<file path="config.mk">
export PLATFORM = sky130hd
export DESIGN_NAME = s_port_alloc_ctrl
export DESIGN_NICKNAME = d
export VERILOG_FILES = /design/src/rtl/noc_pkg.sv /design/src/rtl/credit_counter.sv /design/src/rtl/s_port_alloc_ctrl.sv
export SDC_FILE = /design/constraint.sdc
export NUM_CORES = 1
export LEC_CHECK = 0
export CAP_MARGIN = 20
export CORE_MARGIN = 2
export CORE_UTILIZATION = 30
export CTS_BUF_LIST = sky130_fd_sc_hd__clkbuf_16
export DETAILED_ROUTE_END_ITERATION = 10
export GPL_TIMING_DRIVEN = 0
export HOLD_SLACK_MARGIN = 0.12
export PLACE_DENSITY = 0.61
export SYNTH_ARGS = -nofsm -noshare
export SYNTH_HDL_FRONTEND = slang
export SYNTH_HIERARCHICAL = 1
export SYNTH_SLANG_ARGS = --single-unit
</file>
<file path="constraint.sdc">
create_clock -name clk -period 3.1 [get_ports clk]
set_input_delay 0.62 -clock clk [delete_from_list [all_inputs] [get_ports clk]]
set_output_delay 0.62 -clock clk [all_outputs]
set_load 0.05 [all_outputs]
</file>
<file path="src/rtl/noc_pkg.sv">
// Shared NoC definitions: crossbar select codes, allocator states and the
// request-vector bit positions ({n,w,e,l}) used by every output-port controller.
package noc_pkg;

  localparam logic [2:0] SEL_N    = 3'd0;
  localparam logic [2:0] SEL_S    = 3'd1;
  localparam logic [2:0] SEL_W    = 3'd2;
  localparam logic [2:0] SEL_E    = 3'd3;
  localparam logic [2:0] SEL_L    = 3'd4;
  localparam logic [2:0] SEL_NONE = 3'd7;

  typedef enum logic [1:0] {IDLE, LOCKED, RELEASE} alloc_state_t;

  localparam int IDX_N = 3;
  localparam int IDX_W = 2;
  localparam int IDX_E = 1;
  localparam int IDX_L = 0;

  // Fixed-priority n > w > e > l reduction of a possibly multi-hot grant.
  function automatic logic [3:0] pick_one(input logic [3:0] g);
    logic [3:0] oh;
    oh = '0;
    if (g[IDX_N])      oh[IDX_N] = 1'b1;
    else if (g[IDX_W]) oh[IDX_W] = 1'b1;
    else if (g[IDX_E]) oh[IDX_E] = 1'b1;
    else if (g[IDX_L]) oh[IDX_L] = 1'b1;
    return oh;
  endfunction

  function automatic logic [2:0] sel_of(input logic [3:0] g);
    if (g[IDX_N])      return SEL_N;
    else if (g[IDX_W]) return SEL_W;
    else if (g[IDX_E]) return SEL_E;
    else if (g[IDX_L]) return SEL_L;
    else               return SEL_NONE;
  endfunction

endpackage

</file>
<file path="src/rtl/credit_counter.sv">
// Downstream credit counter shared by all output-port controllers; saturates at
// CREDITS and flags a return that arrives while already full.
module credit_counter #(
  parameter int CREDITS = 4,
  parameter int CW      = 3
) (
  input  logic          clk,
  input  logic          reset,
  input  logic          dec_i,
  input  logic          inc_i,
  output logic [CW-1:0] cnt_o,
  output logic          nonzero_o,
  output logic          overflow_o
);

  localparam logic [CW-1:0] MAX = CW'(CREDITS);

  logic [CW-1:0] cnt_q, cnt_d;

  always_comb begin
    cnt_d      = cnt_q;
    overflow_o = inc_i & ~dec_i & (cnt_q == MAX);
    if (dec_i && !inc_i && cnt_q != '0)
      cnt_d = cnt_q - CW'(1);
    else if (inc_i && !dec_i && cnt_q != MAX)
      cnt_d = cnt_q + CW'(1);
  end

  always_ff @(posedge clk or posedge reset) begin
    if (reset) cnt_q <= MAX;
    else       cnt_q <= cnt_d;
  end

  assign cnt_o     = cnt_q;
  assign nonzero_o = (cnt_q != '0);

endmodule

</file>
<file path="src/rtl/s_port_alloc_ctrl.sv">
// South output-port sequencer: holds the arbiter's chosen input for a whole
// wormhole packet, gates flits on downstream credit, rotates order per packet.
module s_port_alloc_ctrl import noc_pkg::*; #(
  parameter int CREDITS = 4,
  parameter int CW      = 3
) (
  input  logic          clk,
  input  logic          reset,
  input  logic [3:0]    req_valid_i,
  input  logic [3:0]    req_tail_i,
  input  logic [3:0]    rrp_grant_i,
  input  logic          credit_return_i,
  output logic          rr_change_order_o,
  output logic          rr_downstream_credit_o,
  output logic [3:0]    grant_o,
  output logic [2:0]    xbar_sel_o,
  output logic          flit_valid_o,
  output logic [CW-1:0] credit_cnt_o,
  output logic          err_o
);

  alloc_state_t state_q, state_d;
  logic [3:0]   owner_q, owner_d;
  logic [2:0]   sel_q, sel_d;
  logic         co_q, co_d;
  logic         err_q, err_d;
  logic [3:0]   grant;
  logic         credit_nz, credit_ovf;

  credit_counter #(.CREDITS(CREDITS), .CW(CW)) u_credit (
    .clk        (clk),
    .reset      (reset),
    .dec_i      (flit_valid_o),
    .inc_i      (credit_return_i),
    .cnt_o      (credit_cnt_o),
    .nonzero_o  (credit_nz),
    .overflow_o (credit_ovf)
  );

  always_comb begin
    state_d = state_q;
    owner_d = owner_q;
    sel_d   = sel_q;
    co_d    = 1'b0;
    err_d   = err_q | credit_ovf;
    grant   = '0;
    case (state_q)
      IDLE: begin
        if (rrp_grant_i != '0) begin
          owner_d = pick_one(rrp_grant_i);
          sel_d   = sel_of(rrp_grant_i);
          state_d = LOCKED;
          if ((rrp_grant_i & (rrp_grant_i - 4'd1)) != '0) err_d = 1'b1;
        end
      end
      LOCKED: begin
        // Credit gating keeps the counter from ever underflowing.
        grant = credit_nz ? (owner_q & req_valid_i) : '0;
        if ((grant & req_tail_i) != '0) begin
          state_d = RELEASE;
          owner_d = '0;
          sel_d   = SEL_NONE;
          co_d    = 1'b1;
        end
      end
      RELEASE: state_d = IDLE;
      default: state_d = IDLE;
    endcase
  end

  always_ff @(posedge clk or posedge reset) begin
    if (reset) begin
      state_q <= IDLE;
      owner_q <= '0;
      sel_q   <= SEL_NONE;
      co_q    <= 1'b0;
      err_q   <= 1'b0;
    end else begin
      state_q <= state_d;
      owner_q <= owner_d;
      sel_q   <= sel_d;
      co_q    <= co_d;
      err_q   <= err_d;
    end
  end

  assign grant_o                = grant;
  assign flit_valid_o           = |grant;
  assign xbar_sel_o             = sel_q;
  assign rr_change_order_o      = co_q;
  assign rr_downstream_credit_o = credit_nz;
  assign err_o                  = err_q;

endmodule

</file>
==> impl_metrics.ini, run 1 <==
[detailed_routing]
drc = 0
via_per_inst = 5.192
vias = 810
drtIter0Drc = 10
wl_um = 1951
dr.pass1.iters = 4
wl_per_cell_um = 12.51
final_antenna_net_count = 0

[critical_path]
required_ns = 2.48
startpoint = u_credit/cnt_o[2]
worstPathMaxFanout = 7
cp_slowest_cell = clkdlybuf4s50_1
path_cells = or3_4, nand3b_1, a41oi_4, clkdlybuf4s50_1
end_kind = primary output
crit_arrival_ns = 2.38
cp-start-kind = register
rr_worst_depth = 7
critical_path_class = reg2out
cpPeakStageDelay_ns = 0.85
r2r-start = u_credit/cnt_o[2]

[global_routing]
grt_pass1_vias = 766
grt_overflow = 0
grt_usage = 0.1283
grt_pass1_wl_um = 3222
antenna_found_initial = 0
grt_start_max_net_pins = 12

[pwr]
peakVddDrop_uv = 716.5
p_per_area_nw_per_um2 = 1070
leakage_uw = 0.0005168

[cts]
cts_made_buffers = 3
cts_root_buf = clkbuf_16
cts_max_level = 1
post_cts_buffers = 0
cts_resized = 0
clockBufferDepth = 2
clock_sinks = 14
cts_tree = done
cts_hold_buf = 0
path_clk_slew_ns = 0.05
clkLatencyLatePin_ns = 0.24

[synthesis]
synth-seq-cells = 14
synthArstFlopShare = 1.000
synth_fp_nets = 109
yosysWarnings = 6
syn-cell-area_sq_um = 824.5
synth_ff_type = dfrtp_1
avgSynthCellArea_sq_um = 8.866
syn_inst = 93
ys_seq_area_frac = 0.4310
synth_edf_count = 0
synth_cell_types = 33

[min_path]
hold_class = reg2reg
hp-start = err_o
min_path_cells = 2

[final_layout]
drive_gt1_frac = 0.1280
layout_commonest_cell = clkdlybuf4s50_1
multi_input_area_sq_um = 442.9
syn_to_final_growth_pct = 51.14
nets = 142
n_fill_cell = 270
final_cell_mix = clkdlybuf4s50_1 (28), nand2_1 (13), nor2_1 (12)
num_antenna_cells = 0
regArea_sq_um = 355.3

[sta]
rsz0062_at_grt = false
relSlewSlack = 0.6648
final_hold_viol_count = 0
worst_slew_pin_slew_ns = 0.5012
fin_crit_ns = 2.998
tns_ns = 0
fin_skew_ns = 0.003435
post-route-period-util = 0.9672
setup_slack_ns = 0.1018
slew_violations = 0
finalSetupViolations = 0
fmax_ghz = 0.3335

[die]
initial_core_util = 0.3069
die_w_um = 56.43
die_area_sq_um = 3184
core_sq_um = 2686
fp.dieH_um = 56.43
num_io_pins = 29
rows = 19

[placed_design]
hpwl_um = 1509
preCtsSetupSlack_ns = 0.1336
port_buffers = 28
gp_congestion = 0.8242

[status]
status = finished, final reports clean

[flow_run]
drv_cap = 0
[sequential cells by signal, summed over array words and instances, names as in the netlist]
register           flops
rr_change_order_o      1
state_q                2
xbar_sel_o             3
u_credit/cnt_o         3
owner_q                4
err_o                  1
[synthesized netlist by cell type, drive strengths merged, types with 2 or more instances]
| master | number | area, sq um |
|---|---|---|
| dfstp | 4 | 105.1 |
| dfrtp | 10 | 250.2 |
| nand3b | 3 | 22.52 |
| a21oi | 4 | 20.02 |
| o22a | 2 | 20.02 |
| inv | 9 | 33.78 |
| xor2 | 2 | 17.52 |
| or3 | 2 | 12.51 |
| o311ai | 2 | 17.52 |
| nand3 | 3 | 15.01 |
| nand2 | 13 | 48.80 |
| o21ai | 7 | 35.03 |
| a31oi | 2 | 27.53 |
| nor2 | 12 | 45.04 |
| and3b | 2 | 17.52 |
| a2bb2oi | 2 | 17.52 |
[layer usage]
metal | global-route usage | vias to the layer above | wire length [um] | share of wire
li1 | - | 396 | - | -
met1 | 0.1628 | 379 | 887 | 0.45
met2 | 0.2043 | 31 | 924 | 0.47
met3 | 0.02995 | 4 | 115 | 0.059
met4 | 0.06122 | 0 | 24 | 0.012
met5 | 0 | - | 0 | 0
[final timing paths]
kind / slack, ns / endpoint
hold reg to reg: 0.48 / err_o
hold / removal: 0.48 / err_o
min in group asynchronous: 0.57 / u_credit/cnt_o[1]
setup / recovery: 0.10 / flit_valid_o
setup reg to reg: 0.67 / u_credit/cnt_o[2]
max in group asynchronous: 2.06 / xbar_sel_o[2]
[power breakdown]
| group | total, uW | leakage, uW | internal, uW | switching [uW] |
|---|---|---|---|---|
| combinational | 764 | 0.000313 | 285 | 478 |
| sequential | 328 | 0.000166 | 274 | 54.5 |
| clock | 242 | 0.0000385 | 170 | 71.5 |
| total | 1330 | 0.000517 | 729 | 604 |
[worst max-delay path: cells and delay by family, from the launching register on]
kind	cells	cell delay, ns
buf+inv	1	0.85
compound gates	1	0.31
flops	1	0.59
simple gates	2	0.39
[final cells by class]
type,instances,share of cell area
flip-flops and latches,14,0.2851
clock buffers,3,0.06024
well taps,31,0.03112
inverters,9,0.02711
multi-input cells,68,0.3554
clock inverters,1,0.003012
repair buffers,28,0.2249
plain buffers,2,0.01305
[logic make-up after synthesis]
family,count (synthesis),share of synthesized area
AO/OA/AOI/OAI,27,0.2459
buffers and inverters,11,0.06069
flip-flops,14,0.4310
adder cells (fa/ha/maj),1,0.02428
XOR/XNOR,2,0.02125
AND/OR/NAND/NOR,38,0.2170
[metrics by stage]
step	utilization	area (sq um)	hold slack [ns]	instances	power [uW]
final	0.4639	1246	0.4791	156	1334
after global routing	0.4639	1246	0.5242	156	1414
after floorplan	-	848.3	0.3729	93	873.6
after detailed placement	0.4346	1167	0.4787	152	1092
after CTS	0.4639	1246	0.4890	156	1344
after global placement	0.4346	1167	0.4748	152	1079
Power figures use the tool's default switching activity.
==> run 2, diff against run 1 <==
clock period = 3.3 ns   (was 3.1 ns; I/O delays follow)
==> run 2 against run 1 <==
  * Clock skew fell by 0.0025 ns
  * Combinational power is 7.2% lower
  * Largest cell class unchanged
  * Wire length decreased by 1.5%
  * Sequential share of layout area grew 0.12 points
  * Clock power fell by 7%
==> impl_metrics.ini, run 2 (synthesis results as in run 1) <==
[detailed_routing]
drtIter0Drc = 13
dr.pass1.iters = 5
wl_per_cell_um = 12.32
drc = 0
wl_um = 1922
final_antenna_net_count = 0
via_per_inst = 5.103
vias = 796

[final_layout]
multi_input_area_sq_um = 437.9
top_register = owner_q
nets = 142
final_cell_mix = clkdlybuf4s50_1 (28), nand2_1 (13), nor2_1 (12)
num_antenna_cells = 0
layout_commonest_cell = clkdlybuf4s50_1
n_fill_cell = 270
largest_reg_flops = 4
drive_gt1_frac = 0.1200
syn_to_final_growth_pct = 50.53
regArea_sq_um = 355.3

[placed_design]
hpwl_um = 1453
port_buffers = 28
gp_congestion = 0.8656

[die]
num_io_pins = 29
fp.dieH_um = 56.43
initial_core_util = 0.3069
die_area_sq_um = 3184
die_w_um = 56.43
core_sq_um = 2686
rows = 19

[sta]
post-route-period-util = 0.9563
tns_ns = 0
slew_violations = 0
rsz0062_at_grt = false
fmax_ghz = 0.3169
hold_ws_ns = 0.4977
fin_skew_ns = 0.0009155
finalSetupViolations = 0
worst_slew_pin_slew_ns = 0.4986
final_hold_viol_count = 0
relSlewSlack = 0.6666
fin_crit_ns = 3.156

[cts]
clockBufferDepth = 2
cts_hold_buf = 0
cts_root_buf = clkbuf_16
path_clk_slew_ns = 0.04
cts_resized = 0
post_cts_buffers = 0
clock_sinks = 14
cts_max_level = 1
clkLatencyLatePin_ns = 0.24
cts_tree = done
cts_made_buffers = 3

[critical_path]
r2r-start = u_credit/cnt_o[2]
critical_path_class = reg2out
rrSetupSlack_ns = 0.79
crit_arrival_ns = 2.50
startpoint = u_credit/cnt_o[2]
required_ns = 2.64
worstPathMaxFanout = 7
end_kind = primary output
cp-start-kind = register

[global_routing]
antenna_found_initial = 0
grt_pass1_wl_um = 3098
grt_pass1_vias = 736
grt_start_max_net_pins = 12
grt_overflow = 0
grt_usage = 0.1240

[status]
status = finished, final reports clean

[pwr]
peakVddDrop_uv = 731.0
p_per_area_nw_per_um2 = 1000
clkPwrFrac = 0.182
internal_power_uw = 679.1
sw_frac_of_total = 0.4531
combPwrFrac = 0.571
p_sw_uw = 562.6
leakage_uw = 0.0005156
seqPwrFrac = 0.247

[min_path]
hp-start = err_o
hold_class = reg2reg

[flow_run]
drv_cap = 0
## run 2: cell counts in the layout (fill, tap and decap cells not counted)
Identical to the previous run, type by type.
## run 2: power by group through the flow
stage | Combinational, uW | Clock (uW) | Sequential (uW)
floorplan | 372 | 0 | 443
global placement | 701 | 0 | 305
detailed placement | 707 | 0 | 307
CTS | 711 | 230 | 306
global route | 757 | 241 | 317
finish | 709 | 226 | 306
## run 2: path summary, 6_finish.rpt
check	to	cells past startpoint
max in group asynchronous	xbar_sel_o[2]	2
setup reg to reg	u_credit/cnt_o[2]	7
setup / recovery	flit_valid_o	4
hold / removal	err_o	2
hold reg to reg	err_o	2
min in group asynchronous	u_credit/cnt_o[1]	2
## run 2: area by class of cell
type | count | share of cell area
Buffer | 2 | 0.01310
Clock buffer | 3 | 0.06048
Clock inverter | 1 | 0.003024
Inverter | 9 | 0.02722
Multi-Input combinational cell | 68 | 0.3528
Sequential cell | 14 | 0.2863
Tap cell | 31 | 0.03125
Timing Repair Buffer | 28 | 0.2258
## run 2: worst max-delay path, stage by stage (launching register included)
cell and delay (ns):
dfstp_2 0.58, or3_1 0.26, nand3b_1 0.25, a41oi_4 0.31
clkdlybuf4s50_1 0.85
## run 2: metal layers
| layer | vias up | track usage | part of all wire |
|---|---|---|---|
| li1 | 394 | - | - |
| met1 | 374 | 0.1706 | 0.48 |
| met3 | 2 | 0.04378 | 0.066 |
| met4 | 0 | 0.03061 | 0.0036 |
| met2 | 26 | 0.1860 | 0.45 |
| met5 | - | 0 | 0 |
## run 2: metrics by stage
| stage | setup WS [ns] | cells | area, sq um | utilization | total power [uW] |
|---|---|---|---|---|---|
| 4_1_cts | 0.1321 | 156 | 1241 | 0.4620 | 1247 |
| 3_3_place_gp | 0.2533 | 152 | 1162 | 0.4327 | 1006 |
| 5_1_grt | 0.004674 | 156 | 1241 | 0.4620 | 1315 |
| 2_1_floorplan | 0.1367 | 93 | 843.3 | - | 814.3 |
| 6_report | 0.1443 | 156 | 1241 | 0.4620 | 1242 |
| 3_5_place_dp | 0.2461 | 152 | 1162 | 0.4327 | 1014 |
==> run 3, diff against run 2 <==
ABC_CLOCK_PERIOD_IN_PS = 3300   (was default)
==> results of run 3 <==
No change in the layout: final DEF, timing and power equal those of run 2.
